--- src/rtl/exec_ctrl_pkg.sv ---
// rtl/exec_ctrl_pkg.sv - shared types and default constants for the execution step controller
//   state_t : 2-bit FSM encoding (IDLE=0, RUN=1, STEP=2, HALT=3), visible on state_o
//   DEF_*   : default parameter values for the controller and debouncer
package exec_ctrl_pkg;

    typedef enum logic [1:0] {
        ST_IDLE = 2'd0,
        ST_RUN  = 2'd1,
        ST_STEP = 2'd2,
        ST_HALT = 2'd3
    } state_t;

    localparam int DEF_DIV_CYCLES      = 100_000_000;
    localparam int DEF_DEBOUNCE_CYCLES = 1_000_000;
    localparam int DEF_HALT_IDLE_TICKS = 4;
    localparam int DEF_CNT_W           = 16;

endpackage

--- src/rtl/btn_debouncer.sv ---
// rtl/btn_debouncer.sv - pushbutton synchronizer, stable-level debouncer and rising-edge pulse
//   clk      in  system clock
//   n_rst    in  asynchronous active-low reset
//   btn_raw  in  asynchronous pushbutton, active high
//   step_req out one-cycle pulse on each debounced rising edge
module btn_debouncer
    import exec_ctrl_pkg::*;
#(
    parameter int DEBOUNCE_CYCLES = DEF_DEBOUNCE_CYCLES
) (
    input  logic clk,
    input  logic n_rst,
    input  logic btn_raw,
    output logic step_req
);

    localparam int CW = $clog2(DEBOUNCE_CYCLES + 1);

    logic          r_sync1;
    logic          r_sync2;
    logic          r_level;
    logic          r_rise;
    logic [CW-1:0] r_cnt;

    // The counter measures how long the synchronized input has disagreed with
    // the debounced level; any agreement restarts the measurement, so a glitch
    // shorter than DEBOUNCE_CYCLES never reaches the level.
    always_ff @(posedge clk or negedge n_rst) begin
        if (!n_rst) begin
            r_sync1 <= 1'b0;
            r_sync2 <= 1'b0;
            r_level <= 1'b0;
            r_rise  <= 1'b0;
            r_cnt   <= '0;
        end else begin
            r_sync1 <= btn_raw;
            r_sync2 <= r_sync1;
            r_rise  <= 1'b0;
            if (r_sync2 == r_level) begin
                r_cnt <= '0;
            end else if (r_cnt == CW'(DEBOUNCE_CYCLES)) begin
                r_level <= ~r_level;
                r_cnt   <= '0;
                // Only a 0->1 level change is a step request.
                r_rise  <= ~r_level;
            end else begin
                r_cnt <= r_cnt + 1'b1;
            end
        end
    end

    assign step_req = r_rise;

endmodule

--- src/rtl/exec_step_controller.sv ---
// rtl/exec_step_controller.sv - advance-enable sequencer for the dual-issue datapath
//   clk, n_rst                 clock, asynchronous active-low reset
//   btn_raw, run_mode          step pushbutton, 1=free-run / 0=single-step
//   clear_halt                 pulse that leaves HALT
//   nothing_filled             instruction queue empty flag (idle detection)
//   slot0_valid, slot1_valid   issue slot occupancy
//   freeze1/2, dp1/2_enable    scheduler controls for write qualification
//   adv_tick                   registered one-cycle pipeline advance enable
//   we1, we2                   qualified register-file write enables
//   retired_cnt                saturating count of committed writes
//   halted, state_o            HALT indicator and raw FSM state
module exec_step_controller
    import exec_ctrl_pkg::*;
#(
    parameter int DIV_CYCLES      = DEF_DIV_CYCLES,
    parameter int DEBOUNCE_CYCLES = DEF_DEBOUNCE_CYCLES,
    parameter int HALT_IDLE_TICKS = DEF_HALT_IDLE_TICKS,
    parameter int CNT_W           = DEF_CNT_W
) (
    input  logic             clk,
    input  logic             n_rst,
    input  logic             btn_raw,
    input  logic             run_mode,
    input  logic             clear_halt,
    input  logic             nothing_filled,
    input  logic             slot0_valid,
    input  logic             slot1_valid,
    input  logic             freeze1,
    input  logic             freeze2,
    input  logic             dp1_enable,
    input  logic             dp2_enable,
    output logic             adv_tick,
    output logic             we1,
    output logic             we2,
    output logic [CNT_W-1:0] retired_cnt,
    output logic             halted,
    output logic [1:0]       state_o
);

    localparam int DIV_W  = $clog2(DIV_CYCLES);
    localparam int IDLE_W = $clog2(HALT_IDLE_TICKS + 1);

    state_t            r_state;
    state_t            w_next;
    logic [DIV_W-1:0]  r_div;
    logic [IDLE_W-1:0] r_idle;
    logic              r_adv;
    logic [CNT_W-1:0]  r_cnt;

    logic              w_step_req;
    logic              w_div_wrap;
    logic              w_halt_cond;
    logic              w_we1;
    logic              w_we2;
    logic [CNT_W:0]    w_sum;

    btn_debouncer #(
        .DEBOUNCE_CYCLES (DEBOUNCE_CYCLES)
    ) u_btn_debouncer (
        .clk      (clk),
        .n_rst    (n_rst),
        .btn_raw  (btn_raw),
        .step_req (w_step_req)
    );

    assign w_div_wrap  = (r_div == DIV_W'(DIV_CYCLES - 1));
    assign w_halt_cond = (r_idle == IDLE_W'(HALT_IDLE_TICKS));

    // State register
    always_ff @(posedge clk or negedge n_rst) begin
        if (!n_rst) begin
            r_state <= ST_IDLE;
        end else begin
            r_state <= w_next;
        end
    end

    // Next-state logic; the halt condition outranks a run_mode change.
    always_comb begin
        w_next = r_state;
        case (r_state)
            ST_IDLE: w_next = run_mode ? ST_RUN : ST_STEP;
            ST_RUN: begin
                if (w_halt_cond)    w_next = ST_HALT;
                else if (!run_mode) w_next = ST_STEP;
            end
            ST_STEP: begin
                if (w_halt_cond)    w_next = ST_HALT;
                else if (run_mode)  w_next = ST_RUN;
            end
            ST_HALT: begin
                if (clear_halt)     w_next = ST_IDLE;
            end
            default: w_next = ST_IDLE;
        endcase
    end

    // State-decoded outputs
    always_comb begin
        halted  = (r_state == ST_HALT);
        state_o = r_state;
    end

    // Divider only runs while staying in RUN, so every entry into RUN starts
    // a full DIV_CYCLES period.
    always_ff @(posedge clk or negedge n_rst) begin
        if (!n_rst) begin
            r_div <= '0;
        end else if (r_state == ST_RUN && w_next == ST_RUN) begin
            r_div <= w_div_wrap ? '0 : r_div + 1'b1;
        end else begin
            r_div <= '0;
        end
    end

    // The tick is decided from the current state, so a tick due on the edge
    // that leaves RUN for STEP still fires. Button pulses outside STEP are
    // simply dropped.
    always_ff @(posedge clk or negedge n_rst) begin
        if (!n_rst) begin
            r_adv <= 1'b0;
        end else begin
            r_adv <= (w_next != ST_HALT) &&
                     ((r_state == ST_RUN  && w_div_wrap) ||
                      (r_state == ST_STEP && w_step_req));
        end
    end

    // Idle-tick counter: sampled on tick cycles, frozen in HALT until released.
    always_ff @(posedge clk or negedge n_rst) begin
        if (!n_rst) begin
            r_idle <= '0;
        end else if (r_state == ST_HALT) begin
            if (clear_halt) r_idle <= '0;
        end else if (r_adv) begin
            if (!nothing_filled)  r_idle <= '0;
            else if (!w_halt_cond) r_idle <= r_idle + 1'b1;
        end
    end

    // A write commits unless its slot is empty or frozen without an enable.
    assign w_we1 = r_adv & slot0_valid & (dp1_enable | ~freeze1);
    assign w_we2 = r_adv & slot1_valid & (dp2_enable | ~freeze2);

    // One extra bit catches the carry so the count clamps instead of wrapping.
    assign w_sum = {1'b0, r_cnt} + {{CNT_W{1'b0}}, w_we1} + {{CNT_W{1'b0}}, w_we2};

    always_ff @(posedge clk or negedge n_rst) begin
        if (!n_rst) begin
            r_cnt <= '0;
        end else begin
            r_cnt <= w_sum[CNT_W] ? {CNT_W{1'b1}} : w_sum[CNT_W-1:0];
        end
    end

    assign adv_tick    = r_adv;
    assign we1         = w_we1;
    assign we2         = w_we2;
    assign retired_cnt = r_cnt;

endmodule

--- config.mk ---
export PLATFORM = sky130hd
export DESIGN_NAME = exec_step_controller
export DESIGN_NICKNAME = d
export VERILOG_FILES = /design/src/rtl/exec_ctrl_pkg.sv /design/src/rtl/btn_debouncer.sv /design/src/rtl/exec_step_controller.sv
export SDC_FILE = /design/constraint.sdc
export NUM_CORES = 1
export LEC_CHECK = 0
export ABC_AREA = 1
export CAP_MARGIN = 5
export CORE_MARGIN = 4
export CORE_UTILIZATION = 45
export CTS_BUF_LIST = sky130_fd_sc_hd__clkbuf_4 sky130_fd_sc_hd__clkbuf_8
export DETAILED_ROUTE_END_ITERATION = 7
export PLACE_DENSITY = 0.79
export SLEW_MARGIN = 40
export SYNTH_ARGS = -nofsm -noshare
export SYNTH_HDL_FRONTEND = slang
export SYNTH_SLANG_ARGS = --single-unit
export TNS_END_PERCENT = 50
--- constraint.sdc ---
create_clock -name clk -period 2 [get_ports clk]
set_input_delay 0.6 -clock clk [delete_from_list [all_inputs] [get_ports clk]]
set_output_delay 0.6 -clock clk [all_outputs]
set_load 0.1 [all_outputs]
==> results of run 1 <==
[critical path: stages]
cell             delay [ps]
clkdlybuf4s15_1         180
inv_2                    50
nor3_4                  210
inv_2                    60
fa_2                    350
inv_2                    80
ha_4                    140
nand2_4                  60
nor3_4                  160
nand2_2                 100
nor2_4                  120
nand3_4                 100
buf_6                   170
nand3_2                  60
[report_power, final]
part	leakage [nW]	switching [W]	internal, W
logic	1.33	0.000499	0.000231
registers	0.996	0.0000681	0.00153
clock network	0.113	0.000578	0.000741
[stage by stage]
stage / setup WS [ps] / setup TNS (ps) / util / power (W) / cells
final: -145.7 / -2019 / 0.6012 / 0.003647 / 750
after global routing: -253.3 / -3776 / 0.6012 / 0.003788 / 750
after detailed placement: -942.8 / -14960 / 0.5591 / 0.002348 / 729
after CTS: -175.4 / -2525 / 0.5978 / 0.003673 / 749
after global placement: -819.8 / -13020 / 0.5591 / 0.002331 / 729
after floorplan: -1143 / -20980 / - / 0.002059 / 578
[Yosys cell counts (all sizes together)]
cell	instances	area [um^2]
clkbuf	1	3.750
xnor2	9	78.83
nand2	151	591.8
o21ai	13	65.06
o211ai	2	15.01
fa	1	20.02
nand3	48	245.2
and3	2	12.51
dfrtp	73	1827
xor2	16	140.1
o21bai	1	7.510
nand4	13	87.58
a21oi	7	35.03
inv	79	296.5
ha	6	75.07
a31oi	1	6.260
or2	2	12.51
buf	2	22.52
nor3	13	76.33
nor2	134	525.5
nor3b	4	30.03
[registers in the layout, summed over array words and instances, names as in the netlist]
| register | cells |
|---|---|
| adv_tick | 1 |
| r_div | 27 |
| r_idle | 3 |
| retired_cnt | 16 |
| state_o | 2 |
| u_btn_debouncer.r_cnt | 20 |
| u_btn_debouncer.r_level | 1 |
| u_btn_debouncer.r_sync1 | 1 |
| u_btn_debouncer.r_sync2 | 1 |
| u_btn_debouncer.step_req | 1 |
[per-layer routing]
| layer | up-vias | routed length (um) | GRT usage |
|---|---|---|---|
| met1 | 1839 | 4286 | 0.2298 |
| met2 | 112 | 4992 | 0.3196 |
| li1 | 1926 | - | - |
| met3 | 26 | 475 | 0.04780 |
| met5 | - | 0 | 0 |
| met4 | 0 | 190 | 0.06173 |
[area by class of cell]
cell class                 instances  area share
multi-input combinational        423      0.4033
sequential                        73      0.3429
timing repair buffer              50      0.1294
inverter                          79     0.05595
clock buffer                      10     0.02575
tap                              108     0.02528
clock inverter                     6     0.01685
antenna                            1   0.0004682
[path summary, 6_finish.rpt]
check | start | end | slack (ps)
setup / recovery | slot1_valid | retired_cnt[4]$_DFF_PN0_ | -150
hold / removal | n_rst | r_div[13]$_DFF_PN0_ | 190
setup reg to reg | adv_tick$_DFF_PN0_ | retired_cnt[4]$_DFF_PN0_ | -130
hold reg to reg | u_btn_debouncer.r_sync1$_DFF_PN0_ | u_btn_debouncer.r_sync2$_DFF_PN0_ | 350
max in group asynchronous | n_rst | retired_cnt[6]$_DFF_PN0_ | 1290
min in group clk | u_btn_debouncer.r_sync1$_DFF_PN0_ | u_btn_debouncer.r_sync2$_DFF_PN0_ | 350
[logic make-up after synthesis]
kind of cell,count (synthesis),synth area share
AOI/OAI and AO/OA,24,0.03087
xor gates and xnor gates,25,0.05246
adders and majority gates,7,0.02278
buffers and inverters,82,0.07734
DFF,73,0.4376
and+or+nand+nor,367,0.3789
[timing repair]
action / 4_1_cts / 5_1_grt
hold buffers: 0 / 0
cloned: 1 / 0
setup endpoints to repair: 19 / 18
endpoints found under the hold margin: 0 / 0
buffers inserted: 3 / 0
pin swaps: 9 / 1
resized for setup: 41 / 8
==> flow_metrics.py, run 1 <==
metrics = {
    "run_status": {
        "outcome": "complete, but fails checks",
        "violations": "setup timing",
    },
    "sta": {
        "fmax_mhz": 466.0,
        "min_period_ps": 2146,
        "layout_setup_ws_ps": -145.7,
        "slew_headroom": 0.6845,
        "tightestPinTransition_ps": 473.3,
        "hold_viol": 0,
        "drv_slew": 0,
        "whs_ps": 193.1,
        "grt_setup_unrepaired": "true",
        "report.final.setup_viol": 17,
        "skew_ps": 10.33,
        "timing.final.crit_share": 1.073,
    },
    "cells_and_area": {
        "final_area_um2": 5345,
        "layout_commonest_cell": "nand2_1",
        "drive_gt1_frac": 0.1732,
        "final_nets": 655,
        "multi_input_area_um2": 2156,
        "syn_to_final_growth_pct": 28.06,
        "fillers": 732,
        "final_cell_mix": "139 x nand2_1, 122 x nor2_1, 70 x inv_1, 70 x dfrtp_1, 39 x nand3_1",
        "ff_latch_area_um2": 1833,
    },
    "routing": {
        "final_antenna_net_count": 0,
        "firstDrtPassIters": 6,
        "num_vias": 3903,
        "vias_per_cell": 5.204,
        "dr.first_iter.drc_count": 156,
        "drcViolationCount": 0,
        "wl_um": 9944,
        "routedWlPerCell_um": 13.26,
    },
    "floorplan": {
        "die-area_um2": 10880,
        "die_x_um": 104.3,
        "die-height_um": 104.3,
        "fp-row-count": 34,
        "initial_utilization": 0.4695,
        "io_pins": 34,
        "core_um2": 8891,
    },
    "place": {
        "gp_congestion": 0.9516,
        "place_area_um2": 4971,
        "dpl.hpwl_um": 7331,
        "port_buffers": 33,
    },
    "clock_tree": {
        "cts-root-buf": "clkbuf_8",
        "clkTransAtPathRegs_ps": 80,
        "cts_sinks": 73,
        "cts_tree": "done",
        "cts_max_level": 3,
        "clk_latency_ps": 350,
        "numCtsBuffers": 9,
        "cts_buffer_depth": 2,
    },
    "power_and_ir_drop": {
        "power_per_cell_area_nw_per_um2": 682.4,
        "power_leakage_nw": 2.440,
        "vdd_drop_max_mv": 0.5126,
    },
    "critical_path": {
        "r2r_cells": 13,
        "critPathMaxFanout": 5,
        "worst-setup-path-type": "in -> reg",
        "end_kind": "register",
        "cp-start-kind": "input pin",
        "crit_arrival_ps": 2440,
        "crit_required_ps": 2290,
    },
    "grt": {
        "grt_pass1_vias": 3765,
        "grt_max_degree": 36,
        "antenna_found_initial": 1,
        "grt_usage": 0.1870,
        "grt_pass1_wl_um": 16870,
        "overflow": 0,
    },
    "synth": {
        "syn_avg_cell_area_um2": 7.221,
        "synth_nets": 597,
        "yosysWarnings": 0,
        "syn_inst": 578,
        "syn_area_um2": 4174,
        "ys_ff_latch": 73,
        "synth-seq-area-share": 0.4376,
        "synth.distinct_cells": 29,
    },
    "hold_path": {
        "min_path_type": "in -> async",
    },
    "job": {
        "cap_violations": 0,
    },
}
No activity file was read; power rests on OpenSTA's default activity.
==> run 2: changes to the inputs <==
SKIP_LAST_GASP = 1   (was default)
==> flow_metrics.py, run 2 (synthesis gave the netlist of run 1 again) <==
metrics = {
    "run_status": {
        "outcome": "complete, but fails checks",
        "violations": "setup timing",
    },
    "power_and_ir_drop": {
        "p_int_w": 0.002497,
        "vdd_drop_max_mv": 0.5129,
        "seq_power_share": 0.437,
        "p_sw_w": 0.001148,
        "sw_frac_of_total": 0.3149,
        "pwr-share-comb": 0.200,
        "power_leakage_nw": 2.416,
        "power_per_cell_area_nw_per_um2": 685.1,
        "clockPowerShare": 0.363,
    },
    "critical_path": {
        "critPathMaxFanout": 5,
        "crit_arrival_ps": 2420,
        "critPathBufInv": 5,
        "max_stage_delay_ps": 350,
        "cp-start-kind": "input pin",
        "r2r_cells": 13,
        "crit_required_ps": 2300,
        "end_kind": "register",
        "crit_chain": "clkdlybuf4s15_1, inv_2, nor3_4, inv_2, fa_2, inv_2, ha_4, nand2_4, nor3_4, nand2_2, nor2_4, nand3_4, buf_6, nand3_2",
        "startpoint": "slot1_valid",
        "crit_top_cell": "inv_2",
        "worst-setup-path-type": "in -> reg",
        "cp_top_family": "simple AND/OR/NAND/NOR gates",
        "crit_slowest_cell": "fa_2",
        "timing.rr.start": "adv_tick$_DFF_PN0_",
        "critical_path_depth": 14,
    },
    "place": {
        "pre_cts_ws_ps": -942.8,
        "port_buffers": 33,
        "dpl.hpwl_um": 7331,
        "numPlacedInstances": 729,
        "gp_congestion": 0.9516,
    },
    "cells_and_area": {
        "fillers": 742,
        "largest_reg_flops": 27,
        "syn_to_final_growth_pct": 27.49,
        "drive_gt1_frac": 0.1591,
        "final_nets": 655,
        "max_flop_register": "r_div",
        "stdcell_count": 750,
        "layout_commonest_cell": "nand2_1",
        "final_cell_mix": "140 x nand2_1, 123 x nor2_1, 72 x dfrtp_1",
    },
    "sta": {
        "drv_slew": 0,
        "layout_setup_ws_ps": -129.3,
        "hold_viol": 0,
        "fmax_mhz": 469.6,
        "tightestPinTransition_ps": 472.8,
        "grt_setup_unrepaired": "true",
        "skew_ps": 10.70,
        "report.final.setup_viol": 18,
        "min_period_ps": 2129,
        "whs_ps": 192.2,
        "timing.final.crit_share": 1.065,
        "tns_ps": -1882,
        "slew_headroom": 0.6848,
    },
    "floorplan": {
        "io_pins": 34,
        "initial_utilization": 0.4695,
        "die-area_um2": 10880,
        "core_um2": 8891,
        "die_x_um": 104.3,
        "fp-row-count": 34,
        "die-height_um": 104.3,
    },
    "routing": {
        "firstDrtPassIters": 5,
        "wl_um": 9853,
        "vias_per_cell": 5.172,
        "num_vias": 3879,
        "routedWlPerCell_um": 13.14,
        "final_antenna_net_count": 0,
        "drcViolationCount": 0,
        "dr.first_iter.drc_count": 140,
    },
    "clock_tree": {
        "cts_max_level": 3,
        "cts_sinks": 73,
        "cts-root-buf": "clkbuf_8",
        "cts_buffer_depth": 2,
        "numCtsBuffers": 9,
        "clk_latency_ps": 360,
        "clkTransAtPathRegs_ps": 80,
        "cts_tree": "done",
    },
    "job": {
        "cap_violations": 0,
    },
    "grt": {
        "grt_pass1_wl_um": 16830,
        "grt_max_degree": 36,
        "antenna_found_initial": 1,
        "grt_usage": 0.1866,
        "grt_pass1_vias": 3755,
        "overflow": 0,
    },
    "hold_path": {
        "min_path_type": "in -> async",
    },
}
run 2: cell count changes in the layout (fill, tap and decap cells not counted), sizes merged:
cell / delta
buf: -1
dlygate4sd2: +1
run 2: layer usage:
metal | vias to the layer above | share of wire | global-route usage
met5 | - | 0 | 0
met4 | 0 | 0.025 | 0.05888
met3 | 35 | 0.049 | 0.04593
met2 | 110 | 0.50 | 0.3201
met1 | 1807 | 0.43 | 0.2306
li1 | 1927 | - | -
run 2: final timing paths:
path | to | slack (ps)
worst min register to register | u_btn_debouncer.r_sync2$_DFF_PN0_ | 350
worst max register to register | retired_cnt[4]$_DFF_PN0_ | -120
worst max-delay path | retired_cnt[4]$_DFF_PN0_ | -130
min in group clk | u_btn_debouncer.r_sync2$_DFF_PN0_ | 350
max in group asynchronous | r_div[5]$_DFF_PN0_ | 1290
worst min-delay path | r_div[13]$_DFF_PN0_ | 190
run 2: final cells by class:
cell class,count,area (um^2),area share
Clock buffer,10,137.6,0.02586
Sequential cell,73,1831,0.3440
Antenna cell,1,2.502,0.0004703
Clock inverter,6,90.09,0.01693
Tap cell,108,135.1,0.02539
Timing Repair Buffer,50,695.7,0.1307
Multi-Input combinational cell,423,2131,0.4004
Inverter,79,299.0,0.05620
run 2: power groups by stage:
stage	Clock (W)	Sequential, W	Combinational (W)
2_1_floorplan	0	0.00176	0.000295
3_3_place_gp	0	0.00162	0.000712
3_5_place_dp	0	0.00162	0.000726
4_1_cts	0.00135	0.00159	0.000730
5_1_grt	0.00140	0.00160	0.000785
6_report	0.00132	0.00159	0.000729
run 2: metrics by stage:
stage | total power, W | instance area (um^2) | util
after detailed placement | 0.002348 | 4971 | 0.5591
final | 0.003646 | 5321 | 0.5985
after global placement | 0.002331 | 4971 | 0.5591
after global routing | 0.003783 | 5321 | 0.5985
after CTS | 0.003673 | 5304 | 0.5965
after floorplan | 0.002059 | 4204 | -
run 2: worst reg2reg max path, cell delays in order (launching register included):
cell and delay, ps:
dfrtp_4 450, inv_4 40, nor3_4 190, inv_2 60, fa_2 350, inv_2 80
ha_4 140, nand2_4 60, nor3_4 160, nand2_2 100, nor2_4 120, nand3_4 100
buf_6 160, nand3_2 60
run 2: timing repair:
action	in CTS	in global routing
gates resized for setup	36	3
gates cloned	1	0
pin swaps	8	1
setup endpoints to repair	19	18
hold buffers	0	0
setup buffers	3	0
==> run 3: changes to the inputs <==
CTS_BUF_LIST = sky130_fd_sc_hd__clkbuf_4   (was sky130_fd_sc_hd__clkbuf_4 sky130_fd_sc_hd__clkbuf_8)
==> flow_metrics.py, run 3 (synthesis gave the netlist of run 1 again) <==
metrics = {
    "grt": {
        "grt_pass1_wl_um": 16580,
        "grt_pass1_vias": 3723,
        "grt_max_degree": 36,
        "overflow": 0,
        "antenna_found_initial": 0,
        "grt_usage": 0.1836,
    },
    "critical_path": {
        "max_stage_delay_ps": 460,
        "critPathBufInv": 4,
        "end_kind": "register",
        "crit_chain": "inv_4, nor3_4, inv_2, fa_2, inv_2, ha_4, nand2_4, nor3_4, nand2_2, nor2_4, nand3_4, buf_6, nand3_1",
        "cp-start-kind": "register",
        "worst-setup-path-type": "reg -> reg",
        "crit_arrival_ps": 2480,
        "crit_slowest_cell": "dfrtp_4",
        "r2r_cells": 13,
        "critical_path_depth": 13,
        "cp_top_family": "simple AND/OR/NAND/NOR gates",
        "crit_required_ps": 2360,
        "critPathMaxFanout": 5,
    },
    "cells_and_area": {
        "syn_to_final_growth_pct": 25.63,
        "diodes": 0,
        "drive_gt1_frac": 0.1578,
        "largest_reg_flops": 27,
        "final_nets": 654,
        "layout_commonest_cell": "nand2_1",
        "final_cell_mix": "139 x nand2_1, 123 x nor2_1, 72 x dfrtp_1",
        "fillers": 755,
        "stdcell_count": 748,
        "max_flop_register": "r_div",
    },
    "sta": {
        "hold_viol": 0,
        "slew_headroom": 0.6823,
        "layout_setup_ws_ps": -118.5,
        "whs_ps": 120.6,
        "fmax_mhz": 472.0,
        "drv_slew": 0,
        "skew_ps": 12.45,
        "report.final.setup_viol": 18,
        "tightestPinTransition_ps": 476.5,
        "grt_setup_unrepaired": "true",
        "min_period_ps": 2118,
        "timing.final.crit_share": 1.059,
    },
    "floorplan": {
        "die_x_um": 104.3,
        "die-area_um2": 10880,
        "io_pins": 34,
        "fp-row-count": 34,
        "initial_utilization": 0.4695,
        "die-height_um": 104.3,
        "core_um2": 8891,
    },
    "clock_tree": {
        "numCtsBuffers": 9,
        "cts_sinks": 73,
        "clkTransAtPathRegs_ps": 120,
        "cts-root-buf": "clkbuf_4",
        "cts_tree": "done",
        "cts_buffer_depth": 2,
        "clk_latency_ps": 420,
        "cts_max_level": 3,
        "ctsHoldBuffers": 0,
    },
    "power_and_ir_drop": {
        "pwr-share-comb": 0.215,
        "power_leakage_nw": 2.383,
        "p_int_w": 0.002263,
        "power_per_cell_area_nw_per_um2": 642.3,
        "seq_power_share": 0.473,
        "sw_frac_of_total": 0.3280,
        "clockPowerShare": 0.311,
        "vdd_drop_max_mv": 0.4203,
        "p_sw_w": 0.001105,
    },
    "job": {
        "cap_violations": 0,
    },
    "routing": {
        "num_vias": 3853,
        "dr.first_iter.drc_count": 136,
        "final_antenna_net_count": 0,
        "routedWlPerCell_um": 12.97,
        "wl_um": 9701,
        "firstDrtPassIters": 5,
        "vias_per_cell": 5.151,
        "drcViolationCount": 0,
    },
    "run_status": {
        "violations": "setup timing",
        "outcome": "complete, but fails checks",
    },
    "place": {
        "numPlacedInstances": 729,
        "dpl.hpwl_um": 7331,
        "gp_congestion": 0.9516,
        "port_buffers": 33,
    },
    "hold_path": {
        "min_path_type": "in -> async",
    },
}
## run 3: metrics by stage
step / setup TNS [ps] / cell area [um^2] / utilization / setup WS (ps) / total power, W
2_1_floorplan: -20980 / 4204 / - / -1143 / 0.002059
3_3_place_gp: -13020 / 4971 / 0.5591 / -819.8 / 0.002331
3_5_place_dp: -14960 / 4971 / 0.5591 / -942.8 / 0.002348
4_1_cts: -2804 / 5221 / 0.5873 / -178.0 / 0.003401
5_1_grt: -3820 / 5244 / 0.5898 / -245.1 / 0.003519
6_report: -1781 / 5244 / 0.5898 / -118.5 / 0.003368
## run 3: final cells by class
type | instances | area, um^2 | area share
Clock buffer | 9 | 67.56 | 0.01288
Multi-Input combinational cell | 423 | 2133 | 0.4068
Clock inverter | 7 | 93.84 | 0.01790
Inverter | 79 | 299.0 | 0.05703
Timing Repair Buffer | 49 | 684.4 | 0.1305
Sequential cell | 73 | 1831 | 0.3491
Tap cell | 108 | 135.1 | 0.02577
## run 3: final timing paths
path,to,slack (ps),start
setup / recovery,retired_cnt[10]$_DFF_PN0_,-120,adv_tick$_DFF_PN0_
hold / removal,r_div[13]$_DFF_PN0_,120,n_rst
setup reg to reg,retired_cnt[10]$_DFF_PN0_,-120,adv_tick$_DFF_PN0_
hold reg to reg,u_btn_debouncer.r_sync2$_DFF_PN0_,360,u_btn_debouncer.r_sync1$_DFF_PN0_
max in group asynchronous,retired_cnt[6]$_DFF_PN0_,1370,n_rst
min in group clk,u_btn_debouncer.r_sync2$_DFF_PN0_,360,u_btn_debouncer.r_sync1$_DFF_PN0_
## run 3: layer usage
layer	wire length (um)	global-route usage	vias up
li1	-	-	1925
met1	4154	0.2255	1814
met2	4930	0.3192	93
met3	438	0.04655	21
met4	177	0.05033	0
met5	0	0	-
## run 3: what timing repair did
action / 4_1_cts / 5_1_grt
gates cloned: 1 / 0
pin swaps: 7 / 1
setup buffers: 2 / 0
endpoints found under the setup margin: 19 / 19
gates resized for setup: 32 / 5
## run 3: power by group through the flow
stage,clock [W],sequential [W],combinational [W]
3_3_place_gp,0,0.00162,0.000712
5_1_grt,0.00113,0.00160,0.000784
4_1_cts,0.00108,0.00159,0.000730
2_1_floorplan,0,0.00176,0.000295
6_report,0.00105,0.00159,0.000725
3_5_place_dp,0,0.00162,0.000726
